File: src/rtl/rmw_ctrl_pkg.sv
// Shared constants and the pipeline stage record for the read-modify-write controller.
package rmw_ctrl_pkg;

  localparam int DEF_ADDR_W = 4;
  localparam int DEF_DATA_W = 4;
  localparam int NUM_STAGES = 4;

  // Default-width stage record; the top re-declares the same shape at its own widths.
  typedef struct packed {
    logic                  valid;
    logic [DEF_ADDR_W-1:0] addr;
    logic [DEF_DATA_W-1:0] data;
  } stage_t;

endpackage

File: src/rtl/rmw_hazard_chk.sv
// Read-after-write hazard detector: flags an incoming address that matches a valid op in S1..S3.
module rmw_hazard_chk
  import rmw_ctrl_pkg::*;
#(
  parameter int  ADDR_W  = DEF_ADDR_W,
  parameter type entry_t = rmw_ctrl_pkg::stage_t
) (
  input  logic                        in_valid,
  input  logic [ADDR_W-1:0]           in_addr,
  input  entry_t [NUM_STAGES-2:0]     older,
  output logic                        hazard
);

  logic unused_data;

  // NOTE: every variable assigned in always_comb gets a default first, so no latch is inferred.
  always_comb begin
    hazard      = 1'b0;
    unused_data = 1'b0;
    for (int i = 0; i < NUM_STAGES - 1; i++) begin
      unused_data = unused_data ^ (^older[i].data);
      if (in_valid && older[i].valid && (older[i].addr == in_addr)) begin
        hazard = 1'b1;
      end
    end
  end

endmodule

File: src/rtl/rmw_pipe_ctrl.sv
// 4-stage read-modify-write (data + 1) controller with RAW hazard stalling.
// Optional stall-cycle counter enabled by defining RMW_STALL_CNT_EN.
module rmw_pipe_ctrl
  import rmw_ctrl_pkg::*;
#(
  parameter int ADDR_W = DEF_ADDR_W,
  parameter int DATA_W = DEF_DATA_W
) (
  input  logic              clk,
  input  logic              reset_n,
  input  logic              in_valid,
  output logic              in_ready,
  input  logic [ADDR_W-1:0] in_addr,
  output logic [ADDR_W-1:0] mem_rd_addr,
  output logic              mem_rd_en,
  input  logic [DATA_W-1:0] mem_rd_data,
  output logic              mem_wr_en,
  output logic [ADDR_W-1:0] mem_wr_addr,
  output logic [DATA_W-1:0] mem_wr_data,
  output logic              done_valid,
  output logic [ADDR_W-1:0] done_addr,
  output logic [DATA_W-1:0] done_data,
  output logic              busy,
  output logic [15:0]       stall_cnt
);

  typedef struct packed {
    logic              valid;
    logic [ADDR_W-1:0] addr;
    logic [DATA_W-1:0] data;
  } pipe_stage_t;

  // st[0] is S1 ... st[3] is S4.
  pipe_stage_t [NUM_STAGES-1:0] st;

  logic              hazard;
  logic              accept;
  logic [DATA_W-1:0] s3_inc;

  // S4 is deliberately excluded: its write lands on the same edge a new op enters S1.
  rmw_hazard_chk #(
    .ADDR_W  (ADDR_W),
    .entry_t (pipe_stage_t)
  ) u_hazard_chk (
    .in_valid (in_valid),
    .in_addr  (in_addr),
    .older    (st[NUM_STAGES-2:0]),
    .hazard   (hazard)
  );

  assign in_ready = ~hazard;
  assign accept   = in_valid & in_ready;
  assign s3_inc   = st[2].data + DATA_W'(1);

  // NOTE: sequential state uses non-blocking assignments so every stage samples pre-edge values.
  always_ff @(posedge clk or negedge reset_n) begin
    if (!reset_n) begin
      st <= '0;
    end else begin
      st[0] <= pipe_stage_t'{valid: accept, addr: in_addr, data: '0};
      st[1] <= st[0];
      st[2] <= pipe_stage_t'{valid: st[1].valid, addr: st[1].addr, data: mem_rd_data};
      st[3] <= pipe_stage_t'{valid: st[2].valid, addr: st[2].addr, data: s3_inc};
    end
  end

  assign mem_rd_addr = st[0].addr;
  assign mem_rd_en   = st[0].valid;
  assign mem_wr_en   = st[3].valid;
  assign mem_wr_addr = st[3].addr;
  assign mem_wr_data = st[3].data;
  assign done_valid  = st[3].valid;
  assign done_addr   = st[3].addr;
  assign done_data   = st[3].data;
  assign busy        = st[0].valid | st[1].valid | st[2].valid | st[3].valid;

`ifdef RMW_STALL_CNT_EN
  logic [15:0] stall_q;

  always_ff @(posedge clk or negedge reset_n) begin
    if (!reset_n) begin
      stall_q <= '0;
    end else if (in_valid && !in_ready && (stall_q != 16'hFFFF)) begin
      stall_q <= stall_q + 16'd1;
    end
  end

  assign stall_cnt = stall_q;
`else
  assign stall_cnt = 16'h0000;
`endif

endmodule

File: config.mk
export PLATFORM = sky130hd
export DESIGN_NAME = rmw_pipe_ctrl
export DESIGN_NICKNAME = d
export VERILOG_FILES = /design/src/rtl/rmw_ctrl_pkg.sv /design/src/rtl/rmw_hazard_chk.sv /design/src/rtl/rmw_pipe_ctrl.sv
export SDC_FILE = /design/constraint.sdc
export NUM_CORES = 1
export LEC_CHECK = 0
export CAP_MARGIN = 20
export CORE_MARGIN = 1
export CORE_UTILIZATION = 41
export DETAILED_ROUTE_END_ITERATION = 10
export PLACE_DENSITY = 0.76
export SETUP_SLACK_MARGIN = 0.05
export SYNTH_ARGS = -nofsm -noshare
export SYNTH_HDL_FRONTEND = slang
export SYNTH_SLANG_ARGS = --single-unit
File: constraint.sdc
create_clock -name clk -period 1.2 [get_ports clk]
set_input_delay 0.18 -clock clk [delete_from_list [all_inputs] [get_ports clk]]
set_output_delay 0.18 -clock clk [all_outputs]
set_load 0.03 [all_outputs]
==> results of run 1 <==
## cell usage after synthesis, drive strengths merged
cell	n	area, um2
or4	1	7.51
nand3	3	20.0
nand2	1	3.75
xor2	10	87.6
nor4b	1	15.0
dfrtp	28	701
buf	37	278
conb	1	3.75
nor4	3	37.5
ha	1	12.5
xnor2	4	35.0
a211oi	1	7.51
inv	1	3.75
## cell type report
type | count | area, um2 | share of cell area [%]
sequential | 28 | 702 | 44.2
timing repair buffer | 53 | 457 | 28.7
inverter | 1 | 3.75 | 0.236
clock buffer | 3 | 22.5 | 1.42
multi-input combinational | 41 | 335 | 21.1
tap | 31 | 38.8 | 2.44
clock inverter | 1 | 30.0 | 1.89
## critical path: stages (launching register included)
cell and delay (ns):
dfrtp_1 0.43, xnor2_1 0.17, nand3_1 0.12, nor4_2 0.21, buf_4 0.20, a211oi_4 0.04, buf_6 0.15
## report_power, final
part / total, uW / switching [uW] / internal [uW]
logic: 463 / 290 / 174
registers: 1040 / 35.7 / 1000
clock network: 595 / 258 / 338
## stage by stage
step / setup TNS (ns) / setup WS (ns) / hold WS, ns / total power, uW
floorplan: -0.0954 / -0.0530 / -0.116 / 1410
global placement: -1.48 / -0.562 / 0.376 / 1510
detailed placement: -1.56 / -0.586 / 0.383 / 1520
CTS: -1.35 / -0.594 / 0.189 / 2110
global route: -1.43 / -0.698 / 0.180 / 2180
finish: -1.13 / -0.611 / 0.199 / 2090
## cell usage in the layout (no fill, tap or decap), types with 2 or more instances in the layout
master / instances
buf_2: 12
buf_4: 15
buf_6: 15
clkbuf_4: 3
clkdlybuf4s50_1: 6
conb_1: 16
dfrtp_1: 27
dlygate4sd2_1: 4
nand3_1: 2
nor4_2: 2
xnor2_1: 4
xor2_1: 8
xor2_2: 2
## cell families after synthesis
| family | count (synthesis) | synth area share (%) |
|---|---|---|
| other | 1 | 0.309 |
| flip-flops | 28 | 57.8 |
| AND/OR/NAND/NOR | 9 | 6.91 |
| AO/OA/AOI/OAI | 1 | 0.619 |
| adder cells (fa/ha/maj) | 1 | 1.03 |
| XOR/XNOR | 14 | 10.1 |
| buffers and inverters | 38 | 23.2 |
## layer usage
layer	track usage (%)	routed length [um]	share of wire [%]	up-vias
li1	-	-	-	313
met1	13.6	701	37	325
met2	23.3	1070	57	30
met3	2.76	80	4.2	4
met4	9.06	37	2.0	0
met5	0	0	0	-
## final timing paths
check	slack, ns	start	to	cells after the start
worst max-delay path	-0.61	mem_rd_addr[0]$_DFF_PN0_	in_ready	6
worst min-delay path	0.20	reset_n	st[16]$_DFF_PN0_	2
worst max register to register	-0.11	st[23]$_DFF_PN0_	mem_rd_en$_DFF_PN0_	5
worst min register to register	0.42	st[22]$_DFF_PN0_	done_addr[0]$_DFF_PN0_	0
max in group asynchronous	0.84	reset_n	mem_rd_en$_DFF_PN0_	2
min in group clk	0.21	in_addr[0]	mem_rd_addr[0]$_DFF_PN0_	1
## registers in the layout, summed over array words and instances (netlist names)
name,count
st,14
mem_rd_en,1
done_addr,4
mem_rd_addr,4
done_valid,1
done_data,4
## timing repair
item,CTS,global route
endpoints found under the setup margin,22,10
resized for setup,78,9
pin swaps,1,3
setup buffers,5,3
==> run_results.csv, run 1 <==
group,metric,value,unit
die,die_area,3180,um2
timing,period_share,151,%
critical_path,end_kind,"output pin",
place,gp_congestion,0.712,
timing,rsz0062_at_grt,"true",
outcome,outcome,"complete, but fails checks",
die,start_util,43.6,%
detailed_routing,vias,672,
logic_synthesis,syn_inst,92,
clock_tree,cts_inserted_buffers,3,
power_and_ir_drop,power_density,1320,nW/um2
detailed_routing,dr.first_iter.drc_count,9,
place,place_hpwl,1400,um
global_routing,overflow,0,
die,fp.dieW,56.4,um
detailed_routing,wl_per_cell,11.9,um
critical_path,criticalPathCategory,"register to output pin",
logic_synthesis,synth_warnings,0,
global_routing,grt_pass1_vias,693,
global_routing,antenna_found_initial,0,
timing,fin_crit,1.81,ns
timing,slew_violations,0,
timing,max_freq,552,MHz
clock_tree,path_clk_slew,0.14,ns
logic_synthesis,yosysUniqueCellTypes,14,
cells_and_area,postLayoutCoreUtil,57.1,%
timing,setup_viol,3,
critical_path,startpoint_type,"register",
logic_synthesis,syn_area,1210,um2
die,die_y,56.4,um
critical_path,path_max_fanout,2,
clock_tree,cts_tree,"yes",
detailed_routing,ant_nets,0,
global_routing,grt_max_degree,29,
timing,hold_violations,0,
timing,skew,0.00121,ns
cells_and_area,final_cells,158,
cells_and_area,syn_to_final_growth,31.1,%
clock_tree,htree_num_levels,1,
critical_path,worstPathArrival,1.63,ns
cells_and_area,drive_gt1_share,44.9,%
detailed_routing,finalWirelength,1890,um
cells_and_area,finalInstanceArea,1590,um2
cells_and_area,antenna_cells,0,
global_routing,grt_pass1_wl,3150,um
critical_path,cp_data_required_time,1.02,ns
clock_tree,clock-sinks,28,
die,core,2780,um2
die,ios,52,
power_and_ir_drop,p_leak,0.000769,uW
place,place_area,1520,um2
min_path,hold_path_class,"primary input to asynchronous set/reset pin",
place,io_buffers,35,
detailed_routing,route.detailed.drc,0,
timing,layout_setup_ws,-0.611,ns
cells_and_area,final_nets,140,
logic_synthesis,synth_seq_cells,28,
logic_synthesis,avgSynthCellArea,13.2,um2
place,place_inst,152,
die,rows,19,
logic_synthesis,seq_area_frac_synth,57.8,%
clock_tree,cts_hold_buf,0,
clock_tree,ctsRootBufferMaster,"clkbuf_4",
clock_tree,cts.path.max_buffers,2,
detailed_routing,drt_pre_antenna_iters,3,
outcome,violations,"negative setup slack",
power_and_ir_drop,ir_worst_vdd,1440,uV
clock_tree,clk-insertion-delay-late,0.31,ns
global_routing,grtUsageTotal,13.1,%
cells_and_area,n_fill_cell,224,
detailed_routing,viasPerCell,4.25,
run,maxCapViolCount,0,
No activity file was read; power rests on OpenSTA's default activity.
==> run 2, diff against run 1 <==
--- a/config.mk
+++ b/config.mk
@@ -9,6 +9,7 @@
 export CORE_MARGIN = 1
 export CORE_UTILIZATION = 41
 export DETAILED_ROUTE_END_ITERATION = 10
+export GPL_ROUTABILITY_DRIVEN = 0
 export PLACE_DENSITY = 0.76
 export SETUP_SLACK_MARGIN = 0.05
 export SYNTH_ARGS = -nofsm -noshare
==> results of run 2 <==
Same layout as run 1: the final DEF is identical, and so are final timing and power.
==> run 3, diff against run 2 <==
--- a/config.mk
+++ b/config.mk
@@ -15,3 +15,4 @@
 export SYNTH_ARGS = -nofsm -noshare
 export SYNTH_HDL_FRONTEND = slang
 export SYNTH_SLANG_ARGS = --single-unit
+export TNS_END_PERCENT = 20
==> run 3 against run 2 <==
  * The run still ends with negative setup slack left
  * Worst hold slack worse by 0.096 ns
  * Total power rose by 0.48%
  * Maximum frequency increased by 3.7%
  * First-iteration DRC count decreased by 22%
  * Via count down 2.1%
  * Clock skew about the same
  * Sequential power hardly changed
  * Routed wire length decreased by 5.7%
  * Critical endpoint unchanged
  * Cell area grew 2.8%
  * Largest power group unchanged
  * Sequential share of layout area decreased by 1.2 points
  * Setup slack gained 0.065 ns
==> run_results.csv, run 3 (synthesized netlist as in run 1, its figures left out) <==
group,metric,value,unit
clock_tree,path_clk_slew,0.14,ns
detailed_routing,drt_pre_antenna_iters,2,
die,start_util,43.6,%
global_routing,antenna_found_initial,0,
timing,max_freq,573,MHz
place,io_buffers,35,
min_path,hold_path_class,"primary input to register",
critical_path,r2r_slack,-0.12,ns
power_and_ir_drop,p_leak,0.000773,uW
die,die_area,3180,um2
outcome,violations,"negative setup slack",
critical_path,crit_slowest_cell,"dfrtp_1",
power_and_ir_drop,power_frac_comb,22.4,%
timing,layout_setup_ws,-0.546,ns
critical_path,crit_family,"flip-flops",
clock_tree,ctsRootBufferMaster,"clkbuf_4",
timing,fin_crit,1.75,ns
cells_and_area,finalInstanceArea,1630,um2
critical_path,cp_data_required_time,1.02,ns
global_routing,grt_pass1_wl,3060,um
place,place_ws,-0.586,ns
timing,rsz0062_at_grt,"true",
global_routing,grt_pass1_vias,677,
detailed_routing,dr.first_iter.drc_count,7,
critical_path,worstPathArrival,1.57,ns
timing,period_share,146,%
power_and_ir_drop,switching_share,27.6,%
clock_tree,htree_num_levels,1,
cells_and_area,final_common_cell,"dfrtp_1",
clock_tree,cts_inserted_buffers,3,
die,rows,19,
outcome,outcome,"complete, but fails checks",
power_and_ir_drop,seqPwrFrac,49.2,%
clock_tree,cts.path.max_buffers,2,
place,place_hpwl,1400,um
critical_path,cp_num_buf_inv,2,
critical_path,crit_start,"mem_rd_addr[3]$_DFF_PN0_",
timing,hold_violations,0,
cells_and_area,final_nets,139,
cells_and_area,final_cell_mix,"27 x dfrtp_1, 16 x conb_1, 15 x buf_6, 14 x buf_4, 9 x clkdlybuf4s15_2",
clock_tree,cts_tree,"yes",
power_and_ir_drop,switchingPower,581,uW
clock_tree,cts_hold_buf,0,
global_routing,overflow,0,
critical_path,end_kind,"output pin",
place,place_area,1520,um2
detailed_routing,viasPerCell,4.19,
global_routing,grt_max_degree,29,
detailed_routing,ant_nets,0,
cells_and_area,drive_gt1_share,44.4,%
die,ios,52,
power_and_ir_drop,p_int,1520,uW
timing,setup_viol,4,
power_and_ir_drop,ir_worst_vdd,1450,uV
power_and_ir_drop,total_power,2100,uW
cells_and_area,postLayoutCoreUtil,58.7,%
timing,setup_tns,-1.14,ns
power_and_ir_drop,power_density,1290,nW/um2
critical_path,startpoint_type,"register",
critical_path,criticalPathCategory,"register to output pin",
die,core,2780,um2
detailed_routing,finalWirelength,1780,um
timing,slew_violations,0,
min_path,hp-start,"in_addr[1]",
cells_and_area,top_register,"st",
run,maxCapViolCount,0,
global_routing,grtUsageTotal,12.8,%
cells_and_area,antenna_cells,0,
detailed_routing,vias,658,
detailed_routing,wl_per_cell,11.3,um
timing,skew,0.00155,ns
clock_tree,clock-sinks,28,
detailed_routing,route.detailed.drc,0,
critical_path,path_max_fanout,2,
critical_path,r2r-start,"st[23]$_DFF_PN0_",
critical_path,crit_chain,"xor2_1 > nor4_2 > buf_4 > a211oi_4 > buf_6",
cells_and_area,syn_to_final_growth,34.7,%
die,die_y,56.4,um
power_and_ir_drop,clkPwrFrac,28.3,%
die,fp.dieW,56.4,um
critical_path,slowest_delay,0.42,ns
clock_tree,clk-insertion-delay-late,0.32,ns
cells_and_area,largest_reg_flops,14,
==> run 3: layout make-up <==
class,count,area (um2)
Clock buffer,3,22.5
Clock inverter,1,30.0
Fill cell,224,1150
Inverter,1,3.75
Multi-Input combinational cell,41,327
Sequential cell,28,702
Tap cell,31,38.8
Timing Repair Buffer,52,509
==> run 3: routing by layer <==
metal	up-vias	share of wire (%)	GRT usage, %
met5	-	0	0
met4	0	2.0	9.06
met3	4	4.6	2.76
met2	30	55	22.8
met1	319	39	13.2
li1	305	-	-
==> run 3: repair_timing <==
item,4_1_cts,5_1_grt
endpoints found under the setup margin,22,20
setup buffers,2,0
pin swaps,0,1
resized for setup,59,10
==> run 3: final timing paths <==
path                                                  to  cells past startpoint
worst max-delay path                            in_ready                      5
worst min-delay path            mem_rd_addr[1]$_DFF_PN0_                      1
worst max register to register       mem_rd_en$_DFF_PN0_                      5
worst min register to register          st[22]$_DFF_PN0_                      0
max in group asynchronous            mem_rd_en$_DFF_PN0_                      2
min in group asynchronous         done_addr[0]$_DFF_PN0_                      2
==> run 3: stage by stage <==
step | cells | hold WS, ns
finish | 157 | 0.103
detailed placement | 152 | 0.383
CTS | 158 | 0.189
global route | 157 | 0.0771
floorplan | 107 | -0.116
global placement | 152 | 0.376
==> run 3: power by group through the flow <==
stage	sequential [uW]	combinational [uW]	clock, uW
3_5_place_dp	1050	468	0
6_report	1040	472	596
3_3_place_gp	1050	463	0
2_1_floorplan	1060	345	0
5_1_grt	1040	502	646
4_1_cts	1040	480	614
